--- config.mk ---
export PLATFORM = sky130hd
export DESIGN_NAME = sc_regshift_tx
export DESIGN_NICKNAME = d
export VERILOG_FILES = /design/src/rtl/sc_regshift_pkg.sv /design/src/rtl/sc_regshift_tx_bit_counter.sv /design/src/rtl/sc_regshift_tx.sv
export SDC_FILE = /design/constraint.sdc
export NUM_CORES = 1
export LEC_CHECK = 0
export ABC_AREA = 1
export CAP_MARGIN = 40
export CORE_UTILIZATION = 46
export CTS_CLUSTER_SIZE = 16
export DETAILED_ROUTE_END_ITERATION = 12
export GPL_ROUTABILITY_DRIVEN = 0
export HOLD_SLACK_MARGIN = 0.12
export PLACE_DENSITY = 0.7
export SLEW_MARGIN = 10
export SYNTH_ARGS = -nofsm -noshare
export SYNTH_HDL_FRONTEND = slang
export SYNTH_SLANG_ARGS = --single-unit
--- constraint.sdc ---
create_clock -name SC_RegSHIFTTX_CLOCK_50 -period 1.41 [get_ports SC_RegSHIFTTX_CLOCK_50]
set_input_delay 0.3525 -clock SC_RegSHIFTTX_CLOCK_50 [delete_from_list [all_inputs] [get_ports SC_RegSHIFTTX_CLOCK_50]]
set_output_delay 0.3525 -clock SC_RegSHIFTTX_CLOCK_50 [all_outputs]
set_load 0.05 [all_outputs]
--- src/rtl/sc_regshift_pkg.sv ---
// Shared state encodings and sizing helper for the register-to-serial transmitter.
package sc_regshift_pkg;

  typedef enum logic [1:0] {
    ST_IDLE  = 2'd0,
    ST_SHIFT = 2'd1,
    ST_DONE  = 2'd2
  } state_e;

  // Bit-counter width: indexes 0..W-1, never narrower than one bit.
  function automatic int cnt_width(input int w);
    return (w <= 2) ? 1 : $clog2(w);
  endfunction

endpackage

--- src/rtl/sc_regshift_tx_bit_counter.sv ---
// Frame bit counter: synchronous clear beats enable; tc flags the last bit index.
module sc_bit_counter
  import sc_regshift_pkg::*;
#(
  parameter int W = 8,
  localparam int CW = cnt_width(W)
) (
  input  logic          clk,
  input  logic          rst_n,
  input  logic          clr_i,
  input  logic          en_i,
  output logic [CW-1:0] cnt_o,
  output logic          tc_o
);
  localparam logic [CW-1:0] LAST = CW'(W - 1);

  logic [CW-1:0] cnt_q, cnt_d;

  always_comb begin
    cnt_d = cnt_q;
    if (clr_i)     cnt_d = '0;
    else if (en_i) cnt_d = cnt_q + CW'(1);
  end

  always_ff @(posedge clk or negedge rst_n) begin
    if (!rst_n) cnt_q <= '0;
    else        cnt_q <= cnt_d;
  end

  assign cnt_o = cnt_q;
  assign tc_o  = (cnt_q == LAST);
endmodule

--- src/rtl/sc_regshift_tx.sv ---
// Parallel-to-serial transmitter: captures a register word, shifts it out MSB first,
// then pulses done. All outputs come straight from flops.
module sc_regshift_tx
  import sc_regshift_pkg::*;
#(
  parameter int RegSHIFTTX_DATAWIDTH = 8
) (
  input  logic                            SC_RegSHIFTTX_CLOCK_50,
  input  logic                            SC_RegSHIFTTX_RESET_InLow,
  input  logic                            SC_RegSHIFTTX_start_InHigh,
  input  logic                            SC_RegSHIFTTX_clear_InHigh,
  input  logic [RegSHIFTTX_DATAWIDTH-1:0] SC_RegSHIFTTX_data_InBUS,
  output logic                            SC_RegSHIFTTX_serial_Out,
  output logic                            SC_RegSHIFTTX_busy_Out,
  output logic                            SC_RegSHIFTTX_done_Out
);
  localparam int W  = RegSHIFTTX_DATAWIDTH;
  localparam int CW = cnt_width(W);

  logic clk, rst_n;
  assign clk   = SC_RegSHIFTTX_CLOCK_50;
  assign rst_n = SC_RegSHIFTTX_RESET_InLow;

  state_e        state_q;
  // The MSB goes straight into serial_q at capture; sreg_q holds the bits still to send.
  logic [W-2:0]  sreg_q;
  logic          serial_q, busy_q, done_q;

  logic          cnt_clr, cnt_en, cnt_tc;
  logic [CW-1:0] cnt;

  assign cnt_en  = (state_q == ST_SHIFT);
  assign cnt_clr = SC_RegSHIFTTX_clear_InHigh || (state_q != ST_SHIFT) || cnt_tc;

  sc_bit_counter #(.W(W)) u_cnt (
    .clk   (clk),
    .rst_n (rst_n),
    .clr_i (cnt_clr),
    .en_i  (cnt_en),
    .cnt_o (cnt),
    .tc_o  (cnt_tc)
  );

  always_ff @(posedge clk or negedge rst_n) begin
    if (!rst_n) begin
      state_q  <= ST_IDLE;
      sreg_q   <= '0;
      serial_q <= 1'b1;
      busy_q   <= 1'b0;
      done_q   <= 1'b0;
    end else if (SC_RegSHIFTTX_clear_InHigh) begin
      state_q  <= ST_IDLE;
      serial_q <= 1'b1;
      busy_q   <= 1'b0;
      done_q   <= 1'b0;
    end else begin
      case (state_q)
        ST_IDLE: begin
          serial_q <= 1'b1;
          busy_q   <= 1'b0;
          done_q   <= 1'b0;
          if (SC_RegSHIFTTX_start_InHigh) begin
            state_q  <= ST_SHIFT;
            sreg_q   <= SC_RegSHIFTTX_data_InBUS[W-2:0];
            serial_q <= SC_RegSHIFTTX_data_InBUS[W-1];
            busy_q   <= 1'b1;
          end
        end
        ST_SHIFT: begin
          if (cnt_tc) begin
            state_q  <= ST_DONE;
            serial_q <= 1'b1;
            done_q   <= 1'b1;
          end else begin
            serial_q <= sreg_q[W-2];
            sreg_q   <= sreg_q << 1;
          end
        end
        ST_DONE: begin
          state_q  <= ST_IDLE;
          serial_q <= 1'b1;
          busy_q   <= 1'b0;
          done_q   <= 1'b0;
        end
        default: state_q <= ST_IDLE;
      endcase
    end
  end

  a_cnt_range: assert property (@(posedge clk) disable iff (!rst_n) cnt <= CW'(W - 1));

  assign SC_RegSHIFTTX_serial_Out = serial_q;
  assign SC_RegSHIFTTX_busy_Out   = busy_q;
  assign SC_RegSHIFTTX_done_Out   = done_q;
endmodule

==> impl_metrics.env, run 1 <==
export IMPL_status="finished with violations"
export IMPL_violations="setup timing"
export IMPL_htree_levels=1
export IMPL_power_density_mw_per_mm2=1870
export IMPL_ys_warn_count=0
export IMPL_ys_seq_area_frac=0.422
export IMPL_syn_nets=125
export IMPL_ios=15
export IMPL_fin_crit_ns=1.45
export IMPL_via_count=819
export IMPL_cts_hold_buf=0
export IMPL_fin_area_mm2=0.00132
export IMPL_antenna_found_initial=0
export IMPL_grt_pass1_vias=743
export IMPL_min_path_type="in2async"
export IMPL_worst_endpoint_required_ns=1.59
export IMPL_fin_ws_ns=-0.0372
export IMPL_die_width_um=46.1
export IMPL_cp_cell_sequence="ha_2 > ha_4 > nand2_4 > nand2_4 > nor2_4 > clkbuf_16 > o21ai_1"
export IMPL_holdWs_ns=0.405
export IMPL_drt_total_wl_mm=2.22
export IMPL_drv_slew=0
export IMPL_cts_tree="done"
export IMPL_worst_pin_slew_ns=0.282
export IMPL_drive_gt1_frac=0.343
export IMPL_syn_cell_area_um2=893
export IMPL_hold_violations=0
export IMPL_power_leakage_nw=0.672
export IMPL_finalNetCount=156
export IMPL_start_util=0.506
export IMPL_clockRootBuffer="clkbuf_4"
export IMPL_p_total_mw=2.47
export IMPL_criticalPathCategory="reg2reg"
export IMPL_worstSetupEndpointType="register"
export IMPL_clock_latency_ns=0.29
export IMPL_skew_ns=0.00519
export IMPL_avgViaCountPerCell=5.06
export IMPL_wl_per_cell_um=13.7
export IMPL_cts_num_sinks=15
export IMPL_crit_fanout=6
export IMPL_rows=15
export IMPL_synth_top_cell_by_area="dfrtp_1"
export IMPL_startpoint_type="register"
export IMPL_synth_top_area_frac=0.392
export IMPL_gr_total_overflow=0
export IMPL_max_cap_violations=0
export IMPL_ir_drop_mv=1.09
export IMPL_drtIter0Drc=17
export IMPL_netlist_instances=107
export IMPL_synth_cell_type_count=20
export IMPL_cpPeakStageDelay_ns=0.39
export IMPL_placed_cell_area_mm2=0.00113
export IMPL_synth_top_cells_by_area="dfrtp_1, nand2_1, ha_1"
export IMPL_dieArea_mm2=0.00212
export IMPL_coreArea_mm2=0.00176
export IMPL_fmax_mhz=691
export IMPL_crit_top_cell="nand2_4"
export IMPL_layout_worst_path_cycle_share=1.03
export IMPL_drcViolationCount=0
export IMPL_grt_max_degree=16
export IMPL_clkTransAtPathRegs_ns=0.10
export IMPL_grt_usage=0.190
export IMPL_cp_slowest_cell="dfrtp_1"
export IMPL_dp_cells=152
export IMPL_utilization=0.748
export IMPL_die_y_um=46.1
export IMPL_synth_area_per_cell_um2=8.35
export IMPL_antenna_cells=0
export IMPL_portBuffers=14
export IMPL_ys_seq_elements=15
export IMPL_slew_headroom=0.810
export IMPL_finalSetupViolCount=5
export IMPL_ant_nets=0
export IMPL_first_pass_iters=4
export IMPL_numCtsBuffers=3
export IMPL_worst_ep_arrival_time_ns=1.63
export IMPL_clk_path_buf_depth=2
export IMPL_grt_setup_unrepaired="true"
export IMPL_grt_pass1_wl_mm=2.87
export IMPL_finalNonFillerCells=162
export IMPL_dp_hpwl_mm=1.28
export IMPL_syn2layout_area_growth_pct=47.6
critical path, delay by kind of cell, from the launching register on:
kind | cells | cell delay (ns)
DFF | 1 | 0.39
AOI/OAI and AO/OA | 1 | 0.06
adders and majority gates | 2 | 0.37
buffers and inverters | 1 | 0.19
and+or+nand+nor | 3 | 0.32
through the flow:
step / setup slack (ns) / TNS (ns)
finish: -0.0372 / -0.120
global route: -0.0712 / -0.378
global placement: -0.0983 / -0.593
CTS: 0.00341 / 0
detailed placement: -0.139 / -0.966
floorplan: 0.0876 / 0
final cells by class:
type / count / area [um2]
Multi-Input combinational cell: 70 / 484
Fill cell: 135 / 445
Sequential cell: 15 / 378
Timing Repair Buffer: 29 / 324
Inverter: 19 / 73.8
Tap cell: 25 / 31.3
Clock buffer: 3 / 22.5
Clock inverter: 1 / 5.00
what timing repair did:
action                     in CTS  in global routing
pin swaps                       2                  2
resized for setup               0                 24
buffers inserted                3                  2
setup endpoints to repair       7                 11
gates cloned                    0                  1
final timing paths:
| check | slack, ns | cells past startpoint | end | from |
|---|---|---|---|---|
| worst min register to register | 0.44 | 1 | u_cnt.cnt_o[0]$_DFFE_PN0P_ | u_cnt.cnt_o[0]$_DFFE_PN0P_ |
| worst min-delay path | 0.40 | 2 | sreg_q[1]$_DFFE_PN0P_ | SC_RegSHIFTTX_RESET_InLow |
| max in group asynchronous | 0.77 | 2 | SC_RegSHIFTTX_serial_Out$_DFFE_PN1P_ | SC_RegSHIFTTX_RESET_InLow |
| worst max-delay path | -0.04 | 7 | sreg_q[4]$_DFFE_PN0P_ | u_cnt.cnt_o[0]$_DFFE_PN0P_ |
| worst max register to register | -0.04 | 7 | sreg_q[4]$_DFFE_PN0P_ | u_cnt.cnt_o[0]$_DFFE_PN0P_ |
| min in group SC_RegSHIFTTX_CLOCK_50 | 0.44 | 1 | u_cnt.cnt_o[0]$_DFFE_PN0P_ | u_cnt.cnt_o[0]$_DFFE_PN0P_ |
per-layer routing:
layer  part of all wire  GRT usage
met1               0.41      0.231
met5                  0          0
met3              0.045     0.0353
met2               0.52      0.346
met4              0.025     0.0353
kinds of logic (layout without fill, tap and decap cells):
group / count (synthesis) / after routing / synth area share
simple gates: 46 / 46 / 0.248
flops: 15 / 15 / 0.422
buf+inv: 22 / 52 / 0.120
compound gates: 18 / 18 / 0.126
fa+ha+maj: 6 / 6 / 0.0840
layout by cell type, fill, tap and decap left out, drive strengths merged:
master	Yosys	routed
nand3b	1	1
buf	3	17
ha	6	6
clkdlybuf4s50	0	11
a21oi	1	1
inv	19	19
nand3	4	4
clkinv	0	1
nor2	6	6
dfstp	1	1
clkbuf	0	4
nand4	1	1
o21ai	17	17
dfrtp	14	14
nand2	34	34
synth_stat cells:
cell type and count:
nand2_1 31, o21ai_2 3, inv_2 1, nor2_4 1, o21ai_1 4, inv_4 1, o21ai_4 1, nand3_1 4
a21oi_1 1, dfrtp_1 14, nand3b_4 1, ha_1 6, nand2_4 2, nor2_1 5, inv_1 17, dfstp_2 1
buf_6 3, o21ai_0 9, nand4_1 1, nand2_2 1
where the power goes:
part / leakage (nW) / internal (mW) / switching [mW]
Sequential: 0.191 / 0.595 / 0.0988
Clock: 0.0177 / 0.105 / 0.147
Combinational: 0.463 / 0.719 / 0.807
Total: 0.672 / 1.42 / 1.05
flip-flops by register name, indices dropped and copies added, names as in the netlist:
register	flops
state_q	2
SC_RegSHIFTTX_busy_Out	1
SC_RegSHIFTTX_serial_Out	1
u_cnt.cnt_o	3
SC_RegSHIFTTX_done_Out	1
sreg_q	7
No activity file was read; power rests on OpenSTA's default activity.
==> run 2, diff against run 1 <==
Settings changed: CORE_UTILIZATION 46 to 35, PLACE_DENSITY 0.7 to 0.56.
==> run 2 against run 1 <==
Compared with the run above:
- the run now ends clean
- cell count increased by 0.62%
- setup slack improved by 0.057 ns
- die area increased by 30%
- hold slack got worse by 0.039 ns
- core utilization decreased by 19 points
- global-route usage decreased by 4.8 points
- critical path depth unchanged
- non-clock buffer count decreased by 2
- sequential cell count unchanged
- critical path type unchanged
==> impl_metrics.env, run 2 (same netlist as run 1, synthesis figures left out) <==
export IMPL_status="finished clean"
export IMPL_startpoint_type="register"
export IMPL_ant_nets=0
export IMPL_slew_headroom=0.860
export IMPL_ir_drop_mv=0.894
export IMPL_drcViolationCount=0
export IMPL_first_pass_iters=4
export IMPL_wl_per_cell_um=11.3
export IMPL_power_density_mw_per_mm2=1770
export IMPL_via_count=737
export IMPL_dieArea_mm2=0.00276
export IMPL_htree_levels=1
export IMPL_drt_total_wl_mm=1.85
export IMPL_antenna_cells=0
export IMPL_grt_pass1_wl_mm=2.87
export IMPL_crit_fanout=6
export IMPL_clockRootBuffer="clkbuf_4"
export IMPL_mostFrequentLayoutCells="nand2_1, inv_1, dfrtp_1"
export IMPL_gr_total_overflow=0
export IMPL_cp_slowest_cell="dfrtp_1"
export IMPL_dp_cells=155
export IMPL_min_path_type="in2async"
export IMPL_rows=17
export IMPL_max_cap_violations=0
export IMPL_die_width_um=52.5
export IMPL_cts_num_sinks=15
export IMPL_worst_ep_arrival_time_ns=1.58
export IMPL_power_leakage_nw=0.640
export IMPL_criticalPathCategory="reg2reg"
export IMPL_fmax_mhz=719
export IMPL_avgViaCountPerCell=4.52
export IMPL_clkTransAtPathRegs_ns=0.10
export IMPL_drtIter0Drc=5
export IMPL_cp_cell_sequence="ha_2 > ha_4 > nand2_4 > nand2_4 > nor2_4 > clkbuf_16 > o21ai_2"
export IMPL_grt_setup_unrepaired="true"
export IMPL_pre_cts_ws_ns=-0.130
export IMPL_layout_worst_path_cycle_share=0.986
export IMPL_clk_path_buf_depth=2
export IMPL_cts_hold_buf=0
export IMPL_finalSetupViolCount=0
export IMPL_start_util=0.385
export IMPL_largest_reg_flops=7
export IMPL_syn2layout_area_growth_pct=44.0
export IMPL_numCtsBuffers=3
export IMPL_placed_cell_area_mm2=0.00114
export IMPL_fin_ws_ns=0.0200
export IMPL_fillCellCount=209
export IMPL_grt_usage=0.142
export IMPL_path_buf_inv=1
export IMPL_fin_crit_ns=1.39
export IMPL_worstSetupEndpointType="register"
export IMPL_skew_ns=0.00337
export IMPL_portBuffers=14
export IMPL_drive_gt1_frac=0.326
export IMPL_worst_endpoint_required_ns=1.60
export IMPL_die_y_um=52.5
export IMPL_layout_commonest_cell="nand2_1"
export IMPL_ios=15
export IMPL_crit_top_cell="nand2_4"
export IMPL_drv_slew=0
export IMPL_finalNonFillerCells=163
export IMPL_antenna_found_initial=0
export IMPL_grt_pass1_vias=664
export IMPL_coreArea_mm2=0.00232
export IMPL_regMostFlops="sreg_q"
export IMPL_worst_pin_slew_ns=0.207
export IMPL_dp_hpwl_mm=1.18
export IMPL_cts_tree="done"
export IMPL_clock_latency_ns=0.29
export IMPL_finalNetCount=154
export IMPL_finalSetupTns_ns=0
export IMPL_utilization=0.555
export IMPL_hold_violations=0
export IMPL_fin_area_mm2=0.00129
export IMPL_cpPeakStageDelay_ns=0.40
export IMPL_cpLargestDelayFamily="flip-flops"
export IMPL_grt_max_degree=16
run 2: routing by layer:
metal	routed length, um	GRT usage	part of all wire
met1	956	0.186	0.52
met4	25	0.0526	0.014
met2	811	0.224	0.44
met5	0	0	0
met3	56	0.0348	0.030
run 2: area by class of cell:
type | instances | area [um2] | share of cell area
Clock buffer | 4 | 26.3 | 0.0204
Inverter | 19 | 73.8 | 0.0574
Multi-Input combinational cell | 70 | 475 | 0.370
Sequential cell | 15 | 378 | 0.294
Tap cell | 28 | 35.0 | 0.0272
Timing Repair Buffer | 27 | 298 | 0.232
run 2: stage by stage:
step                power (mW)  hold WS [ns]
finish                    2.28         0.366
global route              2.48         0.406
CTS                       2.12         0.379
detailed placement        1.80         0.425
global placement          1.79         0.416
floorplan                 1.46        0.0569
run 2: worst paths after layout:
check | start | end | slack (ns) | depth (start not counted)
max | u_cnt.cnt_o[0]$_DFFE_PN0P_ | sreg_q[2]$_DFFE_PN0P_ | 0.02 | 7
min | SC_RegSHIFTTX_RESET_InLow | state_q[0]$_DFFE_PN0P_ | 0.37 | 2
max reg2reg | u_cnt.cnt_o[0]$_DFFE_PN0P_ | sreg_q[2]$_DFFE_PN0P_ | 0.02 | 7
min reg2reg | u_cnt.cnt_o[0]$_DFFE_PN0P_ | u_cnt.cnt_o[0]$_DFFE_PN0P_ | 0.44 | 1
max in group asynchronous | SC_RegSHIFTTX_RESET_InLow | SC_RegSHIFTTX_serial_Out$_DFFE_PN1P_ | 0.79 | 2
min in group SC_RegSHIFTTX_CLOCK_50 | u_cnt.cnt_o[0]$_DFFE_PN0P_ | u_cnt.cnt_o[0]$_DFFE_PN0P_ | 0.44 | 1
run 2: what timing repair did:
item	CTS	global route
gates cloned	0	1
pin swaps	1	6
resized for setup	1	16
setup endpoints to repair	7	10
buffers inserted	1	3
run 2: power by group:
part	switching, mW	internal, mW	leakage, nW
registers	0.0888	0.594	0.191
clock network	0.158	0.110	0.0150
logic	0.711	0.617	0.434
==> run 3, diff against run 2 <==
Settings changed: MAX_ROUTING_LAYER set to met4.
==> run 3 against run 2 <==
Compared with the run above:
- clock-buffer cell count did not move
- power is 0.11% lower
- critical path depth unchanged
- die area did not move
- clock power barely moved
- register-to-register slack hardly changed
- critical path type unchanged
==> impl_metrics.env, run 3 (same netlist as run 1, synthesis figures left out) <==
export IMPL_wl_per_cell_um=11.3
export IMPL_hold_violations=0
export IMPL_r2r_end="sreg_q[2]$_DFFE_PN0P_"
export IMPL_finalNetCount=154
export IMPL_gr_total_overflow=0
export IMPL_grt_usage=0.146
export IMPL_startpoint_type="register"
export IMPL_first_pass_iters=4
export IMPL_finalNonFillerCells=163
export IMPL_criticalPathCategory="reg2reg"
export IMPL_ios=15
export IMPL_largest_reg_flops=7
export IMPL_htree_levels=1
export IMPL_ant_nets=0
export IMPL_coreArea_mm2=0.00232
export IMPL_antenna_found_initial=0
export IMPL_syn2layout_area_growth_pct=44.0
export IMPL_max_cap_violations=0
export IMPL_regMostFlops="sreg_q"
export IMPL_min_path_type="in2async"
export IMPL_grt_pass1_wl_mm=2.88
export IMPL_skew_ns=0.00482
export IMPL_drcViolationCount=0
export IMPL_dieArea_mm2=0.00276
export IMPL_fin_area_mm2=0.00129
export IMPL_drt_total_wl_mm=1.84
export IMPL_die_width_um=52.5
export IMPL_ir_drop_mv=0.894
export IMPL_drive_gt1_frac=0.326
export IMPL_grt_max_degree=16
export IMPL_fin_crit_ns=1.39
export IMPL_dp_cells=155
export IMPL_dp_hpwl_mm=1.18
export IMPL_crit_fanout=6
export IMPL_fmax_mhz=717
export IMPL_clk_path_buf_depth=2
export IMPL_placed_cell_area_mm2=0.00114
export IMPL_r2r_cells=7
export IMPL_slew_headroom=0.860
export IMPL_avgViaCountPerCell=4.53
export IMPL_start_util=0.385
export IMPL_worst_ep_arrival_time_ns=1.58
export IMPL_regToRegSetupSlack_ns=0.02
export IMPL_clockRootBuffer="clkbuf_4"
export IMPL_grt_setup_unrepaired="true"
export IMPL_die_y_um=52.5
export IMPL_cts_num_sinks=15
export IMPL_numCtsBuffers=3
export IMPL_layout_worst_path_cycle_share=0.989
export IMPL_power_leakage_nw=0.640
export IMPL_status="finished clean"
export IMPL_cts_tree="done"
export IMPL_regToRegStartpoint="u_cnt.cnt_o[0]$_DFFE_PN0P_"
export IMPL_drv_slew=0
export IMPL_worst_endpoint_required_ns=1.59
export IMPL_mostFrequentLayoutCells="nand2_1, inv_1, dfrtp_1"
export IMPL_worst_pin_slew_ns=0.207
export IMPL_rows=17
export IMPL_clock_latency_ns=0.29
export IMPL_finalSetupViolCount=0
export IMPL_power_density_mw_per_mm2=1770
export IMPL_clkTransAtPathRegs_ns=0.10
export IMPL_layout_commonest_cell="nand2_1"
export IMPL_drtIter0Drc=5
export IMPL_portBuffers=14
export IMPL_via_count=739
export IMPL_grt_pass1_vias=664
export IMPL_fillCellCount=209
export IMPL_antenna_cells=0
export IMPL_worstSetupEndpointType="register"
==> run 3: cell counts in the layout (fill, tap and decap cells not counted) <==
Identical to the previous run, type by type.
==> run 3: routing by layer <==
layer / vias up / global-route usage / part of all wire
met5: - / - / 0
met1: 338 / 0.186 / 0.52
met3: 4 / 0.0348 / 0.030
met4: 0 / 0.0526 / 0.012
li1: 387 / - / -
met2: 10 / 0.224 / 0.44
==> run 3: critical path, cell delays in order, from the launching register on <==
cell and delay (ns):
dfrtp_1 0.40, ha_2 0.19, ha_4 0.17, nand2_4 0.07
nand2_4 0.06, nor2_4 0.17, clkbuf_16 0.18, o21ai_2 0.05
==> run 3: worst max path at each step <==
stage / startpoint / endpoint / slack (ns) / depth (start not counted)
after floorplan: state_q[0]$_DFFE_PN0P_ / sreg_q[2]$_DFFE_PN0P_ / 0.09 / 8
after global placement: SC_RegSHIFTTX_start_InHigh / sreg_q[3]$_DFFE_PN0P_ / -0.11 / 7
after detailed placement: SC_RegSHIFTTX_start_InHigh / sreg_q[0]$_DFFE_PN0P_ / -0.13 / 7
after CTS: state_q[0]$_DFFE_PN0P_ / sreg_q[0]$_DFFE_PN0P_ / 0.01 / 7
after global routing: u_cnt.cnt_o[0]$_DFFE_PN0P_ / sreg_q[5]$_DFFE_PN0P_ / -0.03 / 8
final: u_cnt.cnt_o[0]$_DFFE_PN0P_ / sreg_q[2]$_DFFE_PN0P_ / 0.02 / 7
==> run 3: repair_timing <==
item	4_1_cts	5_1_grt
resized for setup	1	16
pin swaps	1	6
endpoints found under the setup margin	7	10
hold buffers	0	0
setup buffers	1	3
gates cloned	0	1
==> run 3: final cells by class <==
class | instances | area (um2) | share of cell area
sequential | 15 | 378 | 0.294
inverter | 19 | 73.8 | 0.0574
tap | 28 | 35.0 | 0.0272
timing repair buffer | 27 | 298 | 0.232
multi-input combinational | 70 | 475 | 0.370
clock buffer | 4 | 26.3 | 0.0204
==> run 3: power by group <==
group          leakage (nW)  internal [mW]  total [mW]  switching, mW
Clock                0.0150          0.110       0.265          0.155
Combinational         0.434          0.617        1.33          0.711
Sequential            0.191          0.594       0.683         0.0888
Total                 0.640           1.32        2.28          0.955
==> run 3: stage by stage <==
stage	hold slack [ns]	power [mW]	util	TNS [ns]	setup WS, ns
after floorplan	0.0569	1.46	-	0	0.0876
after global placement	0.416	1.79	0.494	-0.733	-0.110
after detailed placement	0.425	1.80	0.494	-0.902	-0.130
after CTS	0.379	2.12	0.515	0	0.00978
after global routing	0.406	2.48	0.555	-0.182	-0.0334
final	0.367	2.28	0.555	0	0.0160
